File: src/rtl/nn_pkg.sv
// Shared constants and types for the neural network output stage and the argmax back-end.
package nn_pkg;

  localparam int NN_OUT_WIDTH = 48;
  localparam int NN_CLASSES   = 10;
  localparam int NN_IDX_WIDTH = $clog2(NN_CLASSES);

  typedef enum logic [1:0] {
    IDLE,
    SCAN,
    DONE
  } argmax_state_t;

  typedef struct packed {
    logic signed [NN_OUT_WIDTH-1:0] best;
    logic signed [NN_OUT_WIDTH-1:0] second;
    logic [NN_IDX_WIDTH-1:0]        best_idx;
  } top2_t;

endpackage

File: src/rtl/nn_argmax_classifier_if.sv
// Score-vector input handshake and classification result handshake.
interface nn_argmax_classifier_if
  import nn_pkg::*;
#(
  parameter int DATA_WIDTH = NN_OUT_WIDTH,
  parameter int NEURON_NUM = NN_CLASSES,
  parameter int IDX_WIDTH  = $clog2(NEURON_NUM)
);

  logic                         in_valid;
  logic                         in_ready;
  logic signed [DATA_WIDTH-1:0] scores [NEURON_NUM];
  logic                         out_valid;
  logic                         out_ready;
  logic [IDX_WIDTH-1:0]         class_idx;
  logic signed [DATA_WIDTH-1:0] max_score;
  logic [DATA_WIDTH:0]          margin;

  modport master (
    output in_valid, scores, out_ready,
    input  in_ready, out_valid, class_idx, max_score, margin
  );

  modport slave (
    input  in_valid, scores, out_ready,
    output in_ready, out_valid, class_idx, max_score, margin
  );

endinterface

File: src/rtl/nn_top2_update.sv
// Running top-2 update: a candidate must be strictly greater to displace, so ties keep the lower index.
module nn_top2_update
  import nn_pkg::*;
(
  input  top2_t                          cur,
  input  logic signed [NN_OUT_WIDTH-1:0] cand,
  input  logic [NN_IDX_WIDTH-1:0]        cand_idx,
  output top2_t                          nxt
);

  always_comb begin
    nxt = cur;
    if ($signed(cand) > $signed(cur.best)) begin
      nxt.second   = cur.best;
      nxt.best     = cand;
      nxt.best_idx = cand_idx;
    end else if ($signed(cand) > $signed(cur.second)) begin
      nxt.second = cand;
    end
  end

endmodule

File: src/rtl/nn_argmax_classifier.sv
// Captures a score vector, scans it one score per cycle for the top two, and holds
// class index, max score and margin until the consumer accepts them.
//
// state | meaning
// IDLE  | in_ready high, waiting for a score vector
// SCAN  | folding bank[k] into the running top-2, k = 2 .. NEURON_NUM-1
// DONE  | result held with out_valid high until out_ready
module nn_argmax_classifier
  import nn_pkg::*;
#(
  parameter int DATA_WIDTH = NN_OUT_WIDTH,
  parameter int NEURON_NUM = NN_CLASSES,
  parameter int IDX_WIDTH  = $clog2(NEURON_NUM)
) (
  input logic                   clk,
  input logic                   rst,
  nn_argmax_classifier_if.slave bus
);

  localparam logic [IDX_WIDTH-1:0] LAST_IDX = IDX_WIDTH'(NEURON_NUM - 1);
  localparam logic signed [DATA_WIDTH-1:0] MIN_SCORE = {1'b1, {(DATA_WIDTH-1){1'b0}}};

  argmax_state_t                state;
  logic signed [DATA_WIDTH-1:0] bank [NEURON_NUM];
  logic [IDX_WIDTH-1:0]         k;
  top2_t                        top2_q;
  top2_t                        top2_cur;
  top2_t                        top2_nxt;
  logic signed [DATA_WIDTH-1:0] cand;
  logic [IDX_WIDTH-1:0]         cand_idx;
  logic [DATA_WIDTH:0]          margin_nxt;

  logic                         in_ready_q;
  logic                         out_valid_q;
  logic [IDX_WIDTH-1:0]         class_idx_q;
  logic signed [DATA_WIDTH-1:0] max_score_q;
  logic [DATA_WIDTH:0]          margin_q;

  // Preload is expressed as (score0, idx 0) vs. candidate score1 with second at the
  // most negative value, so the one update rule also produces the initial ordering.
  always_comb begin
    top2_cur = top2_q;
    cand     = bank[k];
    cand_idx = k;
    if (state == IDLE) begin
      top2_cur.best     = bus.scores[0];
      top2_cur.second   = MIN_SCORE;
      top2_cur.best_idx = '0;
      cand              = bus.scores[1];
      cand_idx          = IDX_WIDTH'(1);
    end
  end

  nn_top2_update u_top2_update (
    .cur      (top2_cur),
    .cand     (cand),
    .cand_idx (cand_idx),
    .nxt      (top2_nxt)
  );

  // One extra bit keeps max - min representable without wrap.
  assign margin_nxt = {top2_nxt.best[DATA_WIDTH-1], top2_nxt.best}
                    - {top2_nxt.second[DATA_WIDTH-1], top2_nxt.second};

  always_ff @(posedge clk) begin
    if (rst) begin
      state       <= IDLE;
      k           <= '0;
      top2_q      <= '0;
      in_ready_q  <= 1'b1;
      out_valid_q <= 1'b0;
      class_idx_q <= '0;
      max_score_q <= '0;
      margin_q    <= '0;
      for (int i = 0; i < NEURON_NUM; i++) bank[i] <= '0;
    end else begin
      case (state)
        IDLE: begin
          if (bus.in_valid) begin
            for (int i = 0; i < NEURON_NUM; i++) bank[i] <= bus.scores[i];
            top2_q     <= top2_nxt;
            in_ready_q <= 1'b0;
            if (NEURON_NUM == 2) begin
              state       <= DONE;
              out_valid_q <= 1'b1;
              class_idx_q <= top2_nxt.best_idx;
              max_score_q <= top2_nxt.best;
              margin_q    <= margin_nxt;
            end else begin
              k     <= IDX_WIDTH'(2);
              state <= SCAN;
            end
          end
        end
        SCAN: begin
          top2_q <= top2_nxt;
          if (k == LAST_IDX) begin
            state       <= DONE;
            out_valid_q <= 1'b1;
            class_idx_q <= top2_nxt.best_idx;
            max_score_q <= top2_nxt.best;
            margin_q    <= margin_nxt;
          end else begin
            k <= k + 1'b1;
          end
        end
        DONE: begin
          if (bus.out_ready) begin
            out_valid_q <= 1'b0;
            in_ready_q  <= 1'b1;
            state       <= IDLE;
          end
        end
        default: state <= IDLE;
      endcase
    end
  end

  assign bus.in_ready  = in_ready_q;
  assign bus.out_valid = out_valid_q;
  assign bus.class_idx = class_idx_q;
  assign bus.max_score = max_score_q;
  assign bus.margin    = margin_q;

endmodule

File: src/flat_wrapper.sv
// flat-port wrapper written by rule: the top's interface ports become plain ports
module nn_argmax_classifier_flat import nn_pkg::*;
#(
  parameter int DATA_WIDTH = NN_OUT_WIDTH,
  parameter int NEURON_NUM = NN_CLASSES,
  parameter int IDX_WIDTH  = $clog2(NEURON_NUM)
)
  (clk, rst, bus_in_valid, bus_scores, bus_out_ready, bus_in_ready, bus_out_valid, bus_class_idx, bus_max_score, bus_margin);
  nn_argmax_classifier_if #(.DATA_WIDTH(DATA_WIDTH), .NEURON_NUM(NEURON_NUM), .IDX_WIDTH(IDX_WIDTH)) bus_i ();
  input logic clk;
  input logic rst;
  input wire logic [$bits(bus_i.in_valid)-1:0] bus_in_valid;
  input wire logic [$bits(bus_i.scores)-1:0] bus_scores;
  input wire logic [$bits(bus_i.out_ready)-1:0] bus_out_ready;
  output wire logic [$bits(bus_i.in_ready)-1:0] bus_in_ready;
  output wire logic [$bits(bus_i.out_valid)-1:0] bus_out_valid;
  output wire logic [$bits(bus_i.class_idx)-1:0] bus_class_idx;
  output wire logic [$bits(bus_i.max_score)-1:0] bus_max_score;
  output wire logic [$bits(bus_i.margin)-1:0] bus_margin;
  assign bus_i.in_valid = bus_in_valid;
  assign bus_i.scores = {>>{bus_scores}};
  assign bus_i.out_ready = bus_out_ready;
  assign bus_in_ready = bus_i.in_ready;
  assign bus_out_valid = bus_i.out_valid;
  assign bus_class_idx = bus_i.class_idx;
  assign bus_max_score = bus_i.max_score;
  assign bus_margin = bus_i.margin;
  nn_argmax_classifier #(.DATA_WIDTH(DATA_WIDTH), .NEURON_NUM(NEURON_NUM), .IDX_WIDTH(IDX_WIDTH)) u_core (.clk(clk), .rst(rst), .bus(bus_i));
endmodule
File: config.mk
export PLATFORM = sky130hd
export DESIGN_NAME = nn_argmax_classifier_flat
export DESIGN_NICKNAME = d
export VERILOG_FILES = /design/src/rtl/nn_pkg.sv /design/src/rtl/nn_argmax_classifier_if.sv /design/src/rtl/nn_top2_update.sv /design/src/rtl/nn_argmax_classifier.sv /design/src/flat_wrapper.sv
export SDC_FILE = /design/constraint.sdc
export NUM_CORES = 2
export LEC_CHECK = 0
export BUFFER_PORTS_ARGS = -buffer_cell sky130_fd_sc_hd__buf_2
export CORE_MARGIN = 5
export CORE_UTILIZATION = 55
export DETAILED_ROUTE_END_ITERATION = 8
export GPL_ROUTABILITY_DRIVEN = 1
export GPL_TIMING_DRIVEN = 0
export PLACE_DENSITY = 0.83
export SYNTH_ARGS = -nofsm -noshare
export SYNTH_HDL_FRONTEND = slang
export SYNTH_SLANG_ARGS = --single-unit
File: constraint.sdc
create_clock -name clk -period 15.08 [get_ports clk]
set_input_delay 1.508 -clock clk [delete_from_list [all_inputs] [get_ports clk]]
set_output_delay 1.508 -clock clk [all_outputs]
set_load 0.005 [all_outputs]
# Word level (Yosys, flattened, before mapping)
# Memories as Yosys holds them, arrays and structs flattened. A register that Yosys moved wholly into a read port is not among the register bits.
# Cells that the tools add are included.
[classes]
add_sub_neg = 2
order_cmp = 2
n_eq_ne = 7
n_mux = 40
bitwise_logic = 10
n_reduce_logical = 10
[ops]
columns = ["cell", "count"]
rows = [
  ["$mux W48", 14],
  ["$mux W100", 2],
  ["$pmux W100 S2", 1],
  ["$gt A48 B48 Y1", 2],
  ["$sub A48 B48 Y49", 1],
  ["$mux W4", 6],
  ["$reduce_and A3 Y1", 4],
  ["$mux W1", 10],
  ["$or A1 B1 Y1", 10],
  ["$pmux W4 S2", 1],
  ["$mux W2", 3],
  ["$ne A2 B2 Y1 const B", 3],
  ["$pmux W2 S3", 1],
  ["$reduce_bool A2 Y1", 3],
  ["$add A4 B1 Y4 const B", 1],
  ["$eq A4 B4 Y1 const B", 1],
  ["$pmux W1 S2", 2],
  ["$reduce_and A2 Y1", 2],
  ["$eq A2 B1 Y1 const B", 1],
  ["$eq A2 B2 Y1 const B", 1],
  ["$logic_not A2 Y1", 1],
  ["$ne A2 B1 Y1 const B", 1],
]
[totals]
ff_bits = 209
ramBits = 480
in_bits = 484
out_inout_bits = 103
memories = 1
[mem_list]
columns = ["name", "words", "width", "read_ports", "rd_ports_with_merged_regs", "write_ports", "line_no", "text"]
rows = [
  ["u_core.bank", 10, 48, 1, 1, 10, "nn_argmax_classifier.sv:24", "logic signed [DATA_WIDTH-1:0] bank [NEURON_NUM];"],
]

# Longest topological paths before layout
[depth]
ltp_word = 7
depth_mapped = 34
mapped_depth_nobuf = 28

# By module
# Synthesis repeated with hierarchy kept, for this count alone.
[hier_totals]
cells_unflattened = 3576
hier_area_um2 = 37355.8
[by_module_without_submodules]
columns = ["module", "instances", "cells_each", "area_per_inst_um2", "seq_area_each_um2"]
rows = [
  ["nn_argmax_classifier", 1, 2935, 33047.9, 18677.9],
  ["nn_top2_update", 1, 641, 4307.9, 0.0],
]

# Worst setup path after synthesis
# OpenSTA, ideal clock, no wires.
[synth_path]
kind = "input to register"
startpoint = "in rst"
endpoint = "reg (tool-made name)"
arrival_ns = 11.926
setup_slack_ns = 2.567
cell_stages = 4
n_path_buf = 2
cell_sequence = "clkbuf_1 clkbuf_1 a21o_1 nor2_1"
[synth_rtl]
columns = ["item", "line_no", "text"]
rows = [
  ["start: declaration", "flat_wrapper.sv:11", "input logic rst;"],
]

==> impl_results.md <==
* First-pass GRT wire length at 189000 µm
* TritonCTS clock tree: built
* Reg clk slew, reported paths at 0.06 ns
* Worst EP arrival at 11.43 ns
* Synth Flop Type: edfxtp_1
* Post-synth EDFFs at 480
* Clock buffer count from CTS at 74
* PortBufs at 586
* Register area share after synthesis at 0.508
* Worst-margin pin slew at 1.40 ns
* Status: complete, no violations
* Synth async-reset ratio at 0
* NetSw at 2.28 mW
* Peak Freq at 91.3 MHz
* Layout cell share with drive strength beyond 1 at 0.219
* Total track usage at 0.352
* Critical-path maximum fanout at 10
* Gate power share at 0.344
* Pleak at 18.0 nW
* Synth warn at 0
* Final HPWL DP at 102000 µm
* Crit Path Category: flop to flop
* Design area at 43500 µm²
* VDD IR-drop max at 0.104 mV
* End-of-flow core utilization at 0.659
* Synth-to-layout area growth at 18.2%
* Drt pass-1 iters at 8
* # Post-CTS Setup Buffers at 0
* Die Span X at 269 µm
* Initial core utilization at 0.557
* CTS Buffer Depth at 3
* Routability cong. at 1.04
* Root Buffer: clkbuf_16
* Largest net degree at the start of global routing at 76
* Switch share at 0.364
* Crit share post-route at 0.726
* RSZ-0062 raised after global routing: no
* Syn avg cell area at 10.8 µm²
* Slew Limit Fails at 0
* Synth Net Count at 4034
* Library cells used by synthesis at 74
* Startpoint Class: flop
* Reg power frac at 0.366
* Core area at 66000 µm²
* Most frequent cells in the layout: 622 x buf_2, 483 x and2_1, 480 x edfxtp_1, 369 x nand2_1, 231 x o21ai_0
* Mapped Cells at 3403
* # rows at 94
* Final Hold Vio Count at 0
* Clock Skew at 0.0521 ns
* Antenna violations before repair at 57
* Nets at 4703
* FF+latch count, synth at 693
* Total wire length at 133000 µm
* CP endpoint kind: flop
* DP Area at 41000 µm²
* Vias at 30900
* Tmin final at 10.95 ns
* Number of global-route vias before repair at 30100
* Num ports at 587
* Hold_ws at 0.446 ns
* Clk Latency, worst-skew pair at 0.66 ns
* Clock power share at 0.290
* # setup viols final at 0
* Max-cap viol count at 0
* TritonCTS Sinks at 693
* Vias/cell at 6.13
* Slowest stage cell, crit path: clkbuf_1
* CP peak stage delay at 0.89 ns
* Hold WC Path Type: flop to flop
* Die Area at 72100 µm²
* Final ANT Viol Nets at 0
* Slew margin rel. at 0.0641
* Grt ovf at 0
* Initial DRC Count at 4136
* Req. time, crit path at 15.56 ns
* Max H-tree Level at 3
* Hold Buf Count CTS at 0
* Post_cts resized at 0
* DRC Markers at 0
* Fillers at 5081
* Cell area after synthesis at 36800 µm²
* WL/cell at 26.3 µm
* Cell area power density at 144 nW/µm²
* Cell internal pwr at 3.98 mW
* Die height at 269 µm
* Leading cell type in the layout, fill and taps excluded: buf_2
==> cells by family (layout without fill, tap and decap cells) <==
kind of cell / count (synthesis) / in the layout / share of synthesized area
AOI/OAI and AO/OA: 643 / 643 / 0.107
xor gates and xnor gates: 38 / 38 / 0.00906
adders and majority gates: 147 / 147 / 0.0502
buffers and inverters: 354 / 1078 / 0.0397
DFF: 693 / 693 / 0.508
muxes: 246 / 246 / 0.102
other: 0 / 53 / 0
and+or+nand+nor: 1282 / 1282 / 0.184
==> power by group through the flow <==
stage	Combinational [mW]	Clock (mW)	Sequential [mW]
after floorplan	1.41	0	2.33
after global placement	2.04	0	2.36
after detailed placement	2.07	0	2.32
after CTS	2.09	1.81	2.29
after global routing	2.31	1.90	2.30
final	2.15	1.81	2.29
==> cell usage after synthesis, types with 3 or more instances <==
cell type | count | area [µm²]
inv_1 | 112 | 420
nand3b_1 | 100 | 751
mux2i_1 | 98 | 981
o21a_1 | 9 | 67.6
edfxtp_1 | 480 | 14400
ha_1 | 146 | 1830
xnor2_1 | 19 | 166
xor2_1 | 19 | 166
buf_1 | 24 | 90.1
nand4_1 | 27 | 169
o21bai_1 | 10 | 75.1
mux2_2 | 51 | 574
nor3_1 | 20 | 100
clkbuf_1 | 170 | 638
a41oi_1 | 3 | 26.3
and3_1 | 6 | 37.5
a22oi_1 | 7 | 52.6
a31oi_1 | 6 | 37.5
o21ai_0 | 231 | 1160
o211ai_1 | 53 | 398
a211oi_1 | 15 | 113
nor2b_1 | 16 | 100
or2_2 | 4 | 25.0
a311oi_1 | 5 | 43.8
a21o_1 | 33 | 248
nor2_1 | 157 | 589
or3_1 | 8 | 50.1
nand3_1 | 68 | 340
a221o_1 | 47 | 470
o21ai_1 | 15 | 75.1
buf_6 | 11 | 124
a221oi_1 | 4 | 35.0
a21oi_1 | 181 | 906
nand2_1 | 369 | 1390
mux4_2 | 96 | 2160
o31ai_1 | 3 | 22.5
buf_2 | 36 | 180
dfxtp_1 | 213 | 4260
nor4_1 | 3 | 18.8
nand2b_1 | 8 | 50.1
and2_1 | 483 | 3020
==> stage by stage <==
stage	instances	setup TNS (ns)	power (mW)	setup slack, ns
after global routing	5030	0	6.50	4.09
after global placement	4853	-932.51	4.41	-3.74
final	5044	0	6.25	4.13
after CTS	4991	0	6.18	4.65
after detailed placement	4860	0	4.40	4.74
after floorplan	3403	0	3.74	2.57
==> metal layers <==
metal	routed length, µm	up-vias	global-route usage
li1	-	13600	-
met1	49500	14900	0.454
met2	62200	1910	0.566
met3	13800	416	0.0836
met4	7030	28	0.170
met5	172	-	0
==> worst paths after layout <==
check	start	endpoint	slack (ns)	cells past startpoint
max	flop	u_core.bus.margin[42]	4.13	32
min	u_core.bus.margin[9]	u_core.bus.margin[9]	0.45	2
max reg2reg	flop	u_core.bus.margin[42]	4.13	32
min reg2reg	u_core.bus.margin[9]	u_core.bus.margin[9]	0.45	2
==> worst max-delay path: cells and delay by family, from the launching register on <==
family / cells / cell delay [ns]
mux: 3 / 1.11
flops: 1 / 0.31
fa+ha+maj: 3 / 1.02
simple gates: 6 / 1.18
compound gates: 14 / 3.94
xor+xnor: 1 / 0.24
buf+inv: 5 / 2.98
==> registers in the layout, indices dropped and copies added, names as in the netlist, named ones only <==
name / flops
u_core.state: 2
u_core.bus.in_ready: 1
u_core.top2_q: 100
u_core.bus.out_valid: 1
u_core.bus.class_idx: 4
u_core.bus.margin: 49
u_core.bank: 480
u_core.k: 4
u_core.bus.max_score: 48
==> layout make-up <==
| type | count | area [µm²] | share of cell area |
|---|---|---|---|
| antenna | 53 | 133 | 0.00305 |
| buffer | 242 | 1040 | 0.0239 |
| sequential | 693 | 18700 | 0.430 |
| clock buffer | 89 | 1910 | 0.0439 |
| timing repair buffer | 593 | 3120 | 0.0718 |
| clock inverter | 42 | 450 | 0.0104 |
| multi-input combinational | 2356 | 16600 | 0.383 |
| inverter | 112 | 420 | 0.00968 |
| tap | 864 | 1080 | 0.0249 |
Note: power is estimated with default switching activity, not from simulation.
